### src/rtl/fifo_sync_flow.sv
// ---------------------------------------------------------------------------
// fifo_sync_flow
// Single-clock data FIFO with valid/ready flow control, occupancy flags and
// drop accounting for words offered while the FIFO is full.
//
// Parameters
//   DW        data width in bits
//   AW        address width; the FIFO holds 2**AW words
//   AF_LEVEL  almost_full threshold on usedw (1..2**AW)
//   CW        drop counter width
//
// Ports
//   clk          in   system clock, rising edge
//   rst          in   synchronous reset, active high
//   din          in   write data
//   din_vld      in   write data valid
//   din_rdy      out  FIFO can accept a word (= !full)
//   almost_full  out  usedw >= AF_LEVEL
//   b_rdy        in   downstream ready
//   dout         out  registered read data
//   dout_vld     out  one-cycle pulse per word on dout
//   usedw        out  words stored, 0..2**AW
//   empty        out  usedw == 0
//   full         out  usedw == 2**AW
//   clr_stat     in   clears drop_cnt and ovf_sticky
//   drop_cnt     out  saturating count of words offered while full
//   ovf_sticky   out  set on first dropped word, held until clr_stat/rst
// ---------------------------------------------------------------------------
module fifo_sync_flow #(
  parameter int DW       = 16,
  parameter int AW       = 6,
  parameter int AF_LEVEL = 61,
  parameter int CW       = 16
) (
  input  logic          clk,
  input  logic          rst,
  input  logic [DW-1:0] din,
  input  logic          din_vld,
  output logic          din_rdy,
  output logic          almost_full,
  input  logic          b_rdy,
  output logic [DW-1:0] dout,
  output logic          dout_vld,
  output logic [AW:0]   usedw,
  output logic          empty,
  output logic          full,
  input  logic          clr_stat,
  output logic [CW-1:0] drop_cnt,
  output logic          ovf_sticky
);

  localparam int          DEPTH    = 2 ** AW;
  localparam logic [AW:0] AF_THR   = (AW + 1)'(AF_LEVEL);
  localparam logic [AW:0] PTR_ONE  = (AW + 1)'(1);
  localparam logic [CW-1:0] DROP_MAX = '1;
  localparam logic [CW-1:0] DROP_ONE = CW'(1);

  logic [DW-1:0] mem [DEPTH];

  // Pointers carry one extra wrap bit so full and empty can be told apart
  // when the low address bits are equal.
  logic [AW:0] wr_ptr;
  logic [AW:0] rd_ptr;
  logic [AW:0] cnt;

  logic wr;
  logic rd;
  logic drop;

  function automatic logic [CW-1:0] sat_inc(input logic [CW-1:0] v);
    return (v == DROP_MAX) ? v : v + DROP_ONE;
  endfunction

  assign full        = (wr_ptr[AW] != rd_ptr[AW]) && (wr_ptr[AW-1:0] == rd_ptr[AW-1:0]);
  assign empty       = (wr_ptr == rd_ptr);
  assign almost_full = (cnt >= AF_THR);
  assign din_rdy     = !full;
  assign usedw       = cnt;

  // Full is decoded from pre-edge state, so a read in the same cycle does
  // not make room for a write; that word is counted as dropped.
  assign wr   = din_vld && !full;
  assign rd   = b_rdy && !empty;
  assign drop = din_vld && full;

  // Stage p0: pointer and occupancy update
  always_ff @(posedge clk) begin
    if (rst) begin
      wr_ptr <= '0;
      rd_ptr <= '0;
      cnt    <= '0;
    end else begin
      if (wr) wr_ptr <= wr_ptr + PTR_ONE;
      if (rd) rd_ptr <= rd_ptr + PTR_ONE;
      unique case ({wr, rd})
        2'b10:   cnt <= cnt + PTR_ONE;
        2'b01:   cnt <= cnt - PTR_ONE;
        default: cnt <= cnt;
      endcase
    end
  end

  // Storage is left uninitialised; reset only moves the pointers.
  always_ff @(posedge clk) begin
    if (wr) mem[wr_ptr[AW-1:0]] <= din;
  end

  // Stage p1: registered read port; dout holds its value between reads
  always_ff @(posedge clk) begin
    if (rst) begin
      dout     <= '0;
      dout_vld <= 1'b0;
    end else begin
      dout_vld <= rd;
      if (rd) dout <= mem[rd_ptr[AW-1:0]];
    end
  end

  // Drop statistics; clr_stat wins over a drop in the same cycle
  always_ff @(posedge clk) begin
    if (rst || clr_stat) begin
      drop_cnt   <= '0;
      ovf_sticky <= 1'b0;
    end else if (drop) begin
      drop_cnt   <= sat_inc(drop_cnt);
      ovf_sticky <= 1'b1;
    end
  end

endmodule

### config.mk
export PLATFORM = sky130hd
export DESIGN_NAME = fifo_sync_flow
export DESIGN_NICKNAME = d
export VERILOG_FILES = /design/src/rtl/fifo_sync_flow.sv
export SDC_FILE = /design/constraint.sdc
export NUM_CORES = 1
export LEC_CHECK = 0
export BUFFER_PORTS_ARGS = -buffer_cell sky130_fd_sc_hd__buf_2
export CORE_UTILIZATION = 39
export DETAILED_ROUTE_END_ITERATION = 10
export GPL_TIMING_DRIVEN = 0
export PLACE_DENSITY = 0.55
export SLEW_MARGIN = 20
export SYNTH_ARGS = -nofsm -noshare
export SYNTH_HDL_FRONTEND = slang
export SYNTH_SLANG_ARGS = --single-unit
### constraint.sdc
create_clock -name clk -period 8.6 [get_ports clk]
set_input_delay 1.72 -clock clk [delete_from_list [all_inputs] [get_ports clk]]
set_output_delay 1.72 -clock clk [all_outputs]
set_load 0.01 [all_outputs]
* Word level (Yosys, flattened, before mapping) *
Memories as Yosys holds them, arrays and structs flattened. A register that Yosys moved wholly into a read port is not among the register bits.
Cells that the tools add are included.
W data, S select, Z words.

word-level totals
  register bits after elaboration = 39
  memory bits (writable) = 1024
  bits of input ports = 21
  logic and storage cells = 32
  memories = 1

operators by class
  muxes and demuxes = 3
  eq/ne operators = 6
  add/subtract/negate cells = 5
  bitwise operators = 1
  magnitude comparators = 1
  reductions and logical operators = 9

memories
  name  depth  width  read ports  clocked after Yosys merged registers in  wr ports  RTL line  source
  mem   64     16     1           1                                        1         58        logic [DW-1:0] mem [DEPTH];

operators by type and width
  operator                 number
  $add A7 B1 Y7 const B    3
  $add A16 B1 Y16 const B  1
  $eq A16 B16 Y1 const B   1
  $pmux W7 S2              1
  $eq A7 B7 Y1             1
  $ge A7 B6 Y1 const B     1
  $sub A7 B1 Y7 const B    1
  $eq A6 B6 Y1             1
  $logic_and A1 B1 Y1      4
  $eq A2 B1 Y1 const B     1
  $eq A2 B2 Y1 const B     1
  $logic_not A1 Y1         2
  $mux W1                  2
  $reduce_and A2 Y1        1
  $reduce_bool A2 Y1       1
  $logic_or A1 B1 Y1       1
  $ne A1 B1 Y1             1
  $not A1 Y1               1

* Depth between registers and ports, before layout *
Gate-level depths: netlist of run 1.

  depth in word-level cells = 6
  depth in mapped cells = 17
  gate-level depth less buffers = 14

* Worst setup path before layout of run 1 *
No wires, ideal clock.

  path kind = input-to-reg
  from = input b_rdy
  to = register cnt[6], in the netlist usedw[6]
  library setup time = 0.121 ns
  cell stages on the path = 13
  setup slack = 4.235 ns
  data arrival time = 4.245 ns
  cells stage by stage = nand2b_1 > buf_4 > inv_2 > buf_2 > ha_1 > inv_1 > fa_1 > nor2b_1 > o21ai_0 > a21boi_0 > nor4_1 > or3b_2 > mux2_2

between the ends
  word-level cells in the longest chain between the ends = 3

ends and longest elaborated chain
  what                                                      RTL line  source
  start: declaration                                        41        input logic b_rdy,
  $logic_and A1 B1 Y1 (*)                                   83        assign rd = b_rdy && !empty;
  via rd                                                    67        logic rd;
  $eq A2 B1 Y1 / $eq A2 B2 Y1 (equally long branches)       95        unique case ({wr, rd})
  $pmux W7 S2 / $reduce_bool A2 Y1 (equally long branches)  -
  end signal: assignment                                    96        2'b10: cnt <= cnt + PTR_ONE;
  end signal: assignment                                    97        2'b01: cnt <= cnt - PTR_ONE;
  end signal: assignment                                    98        default: cnt <= cnt;
  end: declaration                                          64        logic [AW:0] cnt;

Mark *: on every way through the listed nets, which the timed path passes. The rest lies on a longest branch.
A chain may end at the register's enable or synchronous reset.

* Worst setup path after layout of run 1 *
  from = register rd_ptr[4]
  to = register cnt[6], in the netlist usedw[6]

RTL lines
  what                                                      RTL line  source
  start: declaration                                        63        logic [AW:0] rd_ptr;
  start signal: assignment                                  94        if (rd) rd_ptr <= rd_ptr + PTR_ONE;
  $eq A7 B7 Y1 (*)                                          75        assign empty = (wr_ptr == rd_ptr);
  $logic_not A1 Y1 (*)                                      83
  $logic_and A1 B1 Y1 (*)                                   83
  via rd                                                    67
  $eq A2 B1 Y1 / $eq A2 B2 Y1 (equally long branches)       95
  $pmux W7 S2 / $reduce_bool A2 Y1 (equally long branches)  -

Marked as above.

==> impl_metrics.csv, run 1 <==
group,metric,value,unit
timing,sum_neg_setup_slack,0,ns
detailed_routing,remaining_design_rule_violation_count,2,
setup_path,crit_path_cells,"buf_2, xor2_1, nor3b_1, and2_1, nand2b_1, buf_4, inv_2, buf_2, ha_1, inv_1, fa_1, nor2b_1, o21ai_0, a21boi_0, nor4_1, or3b_2, mux2_2",
power,worst_ir_drop_vdd,0.000149,V
setup_path,setup.worst_path.end,"usedw[6]",
clocking,tritoncts,"yes",
floorplan,die_footprint,0.109,mm2
synthesis,ys_warn_count,0,
timing,rsz_0062_raised_after_global_routing,"false",
timing,worst_pin_slew,1.14,ns
timing,maximum_clock_rate,218,MHz
detailed_routing,routed_wl,121000,um
setup_path,crit_path_launch_type,"flop",
synthesis,post_synth_edffs,1024,
setup_path,crit_path_start,"rd_ptr[4]",
synthesis,yosys_most_used_dff,"sky130_fd_sc_hd__edfxtp_1",
floorplan,floorplan.die.width,330,um
floorplan,floorplan.initialDensity,39.3,%
status,failed_checks,"design-rule violations",
floorplan,placementRows,120,
timing,slew-limit-headroom,23.6,%
setup_path,critical_path_depth,17,
final_layout,mostFrequentLayoutCell,"sky130_fd_sc_hd__edfxtp_1",
status,status,"finished, violations left",
grt,initial_antenna_violation_count,2,
floorplan,die_h,330,um
place,port-buffer-count,65,
clocking,cts.reportedPaths.clkPinSlew,0.06,ns
synthesis,synth_top_cell_by_area,"sky130_fd_sc_hd__edfxtp_1",
detailed_routing,drt_iter0_markers,2729,
grt,grt.total_usage,22.3,%
timing,final.min_clock_period,4.58,ns
grt,grt_first_pass_wirelength,169000,um
job,max_cap_viol_count,0,
clocking,clock_latency,0.70,ns
setup_path,cp.buffers_inverters,5,
floorplan,ioPinCount,66,
setup_path,critPathTopFamily,"simple AND/OR/NAND/NOR gates",
clocking,tritoncts.num_buffers,109,
grt,globalRoute.totalOverflow,0,
synthesis,netlist_top_cells_area,"sky130_fd_sc_hd__edfxtp_1 (73%), sky130_fd_sc_hd__mux4_2 (12%), sky130_fd_sc_hd__dfxtp_1 (2.6%)",
synthesis,yosys_register_bits,1079,
synthesis,synth_async_sr_flop_share,0,%
clocking,post_cts.resized_instances,0,
clocking,cts-root-buf,"sky130_fd_sc_hd__clkbuf_16",
final_layout,layout.core_utilization,45.3,%
setup_path,crit_path_max_fanout,10,
setup_path,critPathKind,"flop to flop",
grt,vias_in_the_first_global_route,22100,
timing,finClkSkew,0.0351,ns
synthesis,syn_inst,2101,
setup_path,max_stage_delay,0.46,ns
final_layout,post_route_cells_drive_above_1_share,27.2,%
detailed_routing,vias_per_cell,5.81,
power,pwr_density_cell,247,mW/mm2
clocking,cts_post_setup_buffers_inserted,0,
synthesis,syn-num-nets,2132,
synthesis,synth.avg_cell_area,20.0,um2
hold_path,min-delay-path-class,"flop to flop",
clocking,clock-sinks,1079,
setup_path,critical_path.reg2reg.startpoint,"rd_ptr[4]",
timing,setup_viol_count_final,0,
setup_path,timing.critical_path.slowest_stage_cell,"sky130_fd_sc_hd__or3b_2",
setup_path,timing.critical_path.mode_cell,"sky130_fd_sc_hd__buf_2",
setup_path,timing.reg2reg.setup_slack,4.02,ns
detailed_routing,ant_nets,0,
clocking,postCtsHoldBufs,0,
clocking,clk_path_buf_depth,3,
setup_path,reg2reg_depth,17,
detailed_routing,first_pass_iters,10,
synthesis,synth-seq-area-share,75.8,%
synthesis,post-synth-top-area-fraction,73.2,%
final_layout,final_net_count,2349,
floorplan,design.core.area,0.107,mm2
setup_path,critical_path.reg2reg.endpoint,"usedw[6]",
clocking,htree_levels,3,
synthesis,number_of_unique_standard_cell_types_used_by_synthesis,61,
place,final_weighted_congestion_of_routability_driven_global_placement,0.908,
detailed_routing,dr_total_vias,22200,
timing,finalHoldViolCount,0,
synthesis,post_synthesis_instance_area,0.0420,mm2
detailed_routing,routedWlPerCell,31.6,um
place,hpwlAfterDp,78500,um
setup_path,critPathRequiredTime,9.17,ns
grt,grt_max_degree,65,
timing,finalCritPeriodShare,53.3,%
final_layout,most-common-layout-cells,"sky130_fd_sc_hd__edfxtp_1 (1024), sky130_fd_sc_hd__mux4_2 (222), sky130_fd_sc_hd__clkbuf_16 (110)",
final_layout,area_growth,15.4,%
setup_path,cp-end-kind,"flop",
timing,finalMaxSlewViolations,0,
power,static-leakage-power,15.2,nW
setup_path,worst-endpoint-arrival,5.15,ns
[cells in the mapped netlist, drive strengths merged, types with 5 or more instances]
master,number
edfxtp,1024
mux4,222
nor2,143
mux2i,99
buf,87
nand2,65
dfxtp,55
a22oi,34
nor3,31
nand3,27
a21oi,26
clkbuf,26
a211oi,22
nor2b,20
o221ai,17
xnor2,15
xor2,15
nand4,14
o21ai,14
inv,13
o22ai,13
ha,9
nand3b,8
a2111oi,7
a21o,7
a221oi,7
a311oi,7
a211o,6
a22o,6
and2,6
nor4,6
a31oi,5
a32oi,5
or3,5
[worst min-delay path by stage]
| stage | startpoint | endpoint | depth (start not counted) |
|---|---|---|---|
| after CTS | ovf_sticky | ovf_sticky | 2 |
| after global placement | ovf_sticky | ovf_sticky | 2 |
| final | ovf_sticky | ovf_sticky | 2 |
| after detailed placement | ovf_sticky | ovf_sticky | 2 |
| after global routing | ovf_sticky | ovf_sticky | 2 |
| after floorplan | wr_ptr[6] | wr_ptr[6] | 2 |
[where the power goes]
part           switching [mW]  internal [mW]  leakage, nW
clock                    2.02           2.68         1.73
sequential             0.0375           5.79         9.66
combinational           0.871          0.594         3.76
total                    2.93           9.06         15.2
[area by class of cell]
class | count | area [um2]
clock inverters | 70 | 612
flip-flops and latches | 1079 | 31900
fillers | 9063 | 58400
inverters | 13 | 48.8
clock buffers | 137 | 2920
multi-input cells | 896 | 9690
plain buffers | 113 | 688
diodes | 3 | 7.51
repair buffers | 106 | 906
well taps | 1403 | 1760
[metrics by stage]
stage / power (mW) / setup WS (ns) / instances / hold slack (ns) / area [um2]
floorplan: 6.82 / 4.23 / 2101 / 0.499 / 42000
global placement: 7.38 / 3.14 / 3569 / 0.446 / 44100
detailed placement: 7.41 / 3.54 / 3610 / 0.461 / 44900
CTS: 12.1 / 4.05 / 3817 / 0.478 / 48500
global route: 12.3 / 3.84 / 3817 / 0.520 / 48500
finish: 12.0 / 4.02 / 3820 / 0.476 / 48500
[flip-flops by register name (all words and copies together), names as in the netlist]
name and cells:
mem 1024, dout 16, drop_cnt 16, rd_ptr 7, usedw 7, wr_ptr 7, dout_vld 1, ovf_sticky 1
[metal layers]
| layer | vias up | wire [um] | track usage (%) |
|---|---|---|---|
| met5 | - | 0 | 0 |
| met4 | 0 | 2840 | 6.49 |
| met3 | 165 | 11500 | 4.27 |
| met2 | 1096 | 56300 | 34.8 |
| met1 | 11800 | 50000 | 31.9 |
| li1 | 9121 | - | - |
[cells by family (layout without fill, tap and decap cells)]
kind of cell / after synthesis / in the layout / share of synthesized area, %
buf+inv: 126 / 439 / 1.75
fa+ha+maj: 10 / 10 / 0.316
simple gates: 344 / 344 / 3.84
flops: 1079 / 1079 / 75.8
xor+xnor: 30 / 30 / 0.626
mux: 325 / 325 / 14.4
compound gates: 187 / 187 / 3.25
other cells: 0 / 3 / 0
[worst min-delay path: stages (launching register included)]
cell and delay, ns:
sky130_fd_sc_hd__dfxtp_1 0.32, sky130_fd_sc_hd__a21oi_1 0.05, sky130_fd_sc_hd__nor2_1 0.07
(Power assumes the default switching activity.)
==> run 2: changes to the inputs <==
--- a/config.mk
+++ b/config.mk
@@ -9,7 +9,7 @@
 export CORE_UTILIZATION = 39
 export DETAILED_ROUTE_END_ITERATION = 10
 export GPL_TIMING_DRIVEN = 0
-export PLACE_DENSITY = 0.55
+export PLACE_DENSITY = 0.57
 export SLEW_MARGIN = 20
 export SYNTH_ARGS = -nofsm -noshare
 export SYNTH_HDL_FRONTEND = slang
==> constraint.sdc (replaced) <==
create_clock -name clk -period 3.75 [get_ports clk]
set_input_delay 0.75 -clock clk [delete_from_list [all_inputs] [get_ports clk]]
set_output_delay 0.75 -clock clk [all_outputs]
set_load 0.01 [all_outputs]
==> run 2 against run 1 <==
  * The flow finishes with violations (design-rule violations, negative setup slack)
  * Critical path depth fell by 8
  * Worst setup slack got worse by 4.2 ns
  * Sequential power rose by 130%
  * Largest cell class unchanged
==> impl_metrics.csv, run 2 (synthesis results as in run 1) <==
group,metric,value,unit
timing,finClkSkew,0.0393,ns
setup_path,max_stage_delay,0.64,ns
place,port-buffer-count,65,
detailed_routing,remaining_design_rule_violation_count,1,
timing,worst_pin_slew,1.18,ns
final_layout,n_fill_cell,8971,
setup_path,crit_path_launch_type,"flop",
grt,grt_max_degree,65,
timing,final.min_clock_period,3.89,ns
clocking,clk_path_buf_depth,3,
timing,finalMaxSlewViolations,0,
clocking,tritoncts,"yes",
timing,maximum_clock_rate,257,MHz
detailed_routing,vias_per_cell,5.82,
floorplan,floorplan.die.width,330,um
clocking,cts-root-buf,"sky130_fd_sc_hd__clkbuf_16",
setup_path,cp.buffers_inverters,4,
clocking,tritoncts.num_buffers,109,
detailed_routing,routedWlPerCell,31.1,um
final_layout,most-common-layout-cells,"sky130_fd_sc_hd__edfxtp_1 (1024), sky130_fd_sc_hd__mux4_2 (222), sky130_fd_sc_hd__clkbuf_16 (109)",
final_layout,largest_register_ffs,1024,
timing,setup_viol_count_final,2,
setup_path,timing.critical_path.slowest_stage_cell,"sky130_fd_sc_hd__a221oi_1",
grt,globalRoute.totalOverflow,0,
final_layout,final_net_count,2368,
grt,met3_usage,4.56,%
place,dpl_worst_slack,-0.809,ns
clocking,clock-sinks,1079,
setup_path,critPathKind,"flop to flop",
setup_path,cp-end-kind,"flop",
grt,grt_first_pass_wirelength,167000,um
grt,groute.layer.met1.usage,31.0,%
hold_path,min-delay-path-class,"primary input to flop",
timing,rsz_0062_raised_after_global_routing,"true",
timing,finalCritPeriodShare,104,%
power,pwr_density_cell,566,mW/mm2
place,final_weighted_congestion_of_routability_driven_global_placement,0.914,
clocking,clock_latency,0.71,ns
setup_path,worst-endpoint-arrival,4.43,ns
setup_path,crit_path_cells,"buf_4, buf_4, buf_2, buf_4, mux4_2, a221oi_1, o221ai_1, nor3_2, nor3_1",
detailed_routing,drt_iter0_markers,2694,
detailed_routing,dr_total_vias,22300,
grt,vias_in_the_first_global_route,22100,
grt,use_met2,34.3,%
power,worst_ir_drop_vdd,0.000424,V
timing,slew-limit-headroom,21.1,%
setup_path,crit_path_max_fanout,10,
final_layout,post_route_cells_drive_above_1_share,28.1,%
setup_path,timing.critical_path.mode_cell,"sky130_fd_sc_hd__buf_4",
floorplan,floorplan.initialDensity,39.3,%
clocking,cts.reportedPaths.clkPinSlew,0.07,ns
status,status,"finished, violations left",
timing,setup_ws,-0.140,ns
floorplan,ioPinCount,66,
floorplan,placementRows,120,
detailed_routing,routed_wl,119000,um
power,static-leakage-power,15.3,nW
floorplan,die_h,330,um
floorplan,die_footprint,0.109,mm2
job,max_cap_viol_count,0,
place,hpwlAfterDp,77600,um
detailed_routing,ant_nets,0,
grt,grt.total_usage,22.0,%
timing,finalHoldViolCount,0,
final_layout,n_antenna_cell,0,
grt,grt_most_used_layer,"met2",
setup_path,critPathRequiredTime,4.29,ns
status,failed_checks,"design-rule violations, negative setup slack",
detailed_routing,first_pass_iters,8,
grt,initial_antenna_violation_count,1,
setup_path,critPathTopFamily,"buffers and inverters",
final_layout,area_growth,16.3,%
final_layout,layout.core_utilization,45.7,%
floorplan,design.core.area,0.107,mm2
final_layout,mostFrequentLayoutCell,"sky130_fd_sc_hd__edfxtp_1",
clocking,htree_levels,3,
run 2: path summary, 6_finish.rpt:
kind | start | to | slack [ns] | depth (start not counted)
worst max-delay path | rd_ptr[1] | dout[15] | -0.14 | 9
worst min-delay path | rst | usedw[6] | 0.44 | 3
worst max register to register | rd_ptr[1] | dout[15] | -0.14 | 9
worst min register to register | dout[1] | dout[1] | 0.49 | 2
run 2: where the power goes:
part	internal (mW)	total [mW]	switching [mW]
sequential	13.3	13.4	0.0767
combinational	1.41	3.44	2.03
clock	6.24	10.9	4.62
run 2: worst min-delay path, delay by kind of cell:
kind,cells,cell delay [ns]
buffers and inverters,1,0.14
muxes,1,0.14
and+or+nand+nor,1,0.08
run 2: per-layer routing:
| metal | share of wire (%) | wire length, um |
|---|---|---|
| met5 | 0 | 0 |
| met4 | 3.0 | 3570 |
| met3 | 9.2 | 11000 |
| met2 | 46 | 55300 |
| met1 | 41 | 49300 |
run 2: repair_timing:
action | CTS | global route
pin swaps | 4 | 2
gates resized for setup | 31 | 28
endpoints found under the setup margin | 246 | 273
setup buffers | 5 | 6
hold buffers | 0 | 0
run 2: cell type report:
cell class	count	area, um2	share of cell area (%)
buffer	113	742	1.52
clock buffer	131	2810	5.75
clock inverter	71	733	1.50
inverter	13	51.3	0.105
multi-input combinational	896	9820	20.1
sequential	1079	31900	65.2
tap	1403	1760	3.59
timing repair buffer	125	1090	2.23
run 2: metrics by stage:
stage          setup TNS [ns]  hold WS, ns  cells  cell area, um2  power [mW]
2_1_floorplan               0        0.499   2101           42000        15.7
4_1_cts                -0.126        0.418   3825           48700        27.8
3_5_place_dp           -11.01        0.484   3618           45000        17.0
5_1_grt               -0.0469        0.461   3831           48900        28.4
6_report               -0.184        0.440   3831           48900        27.7
3_3_place_gp          -402.46        0.450   3569           44100        16.9
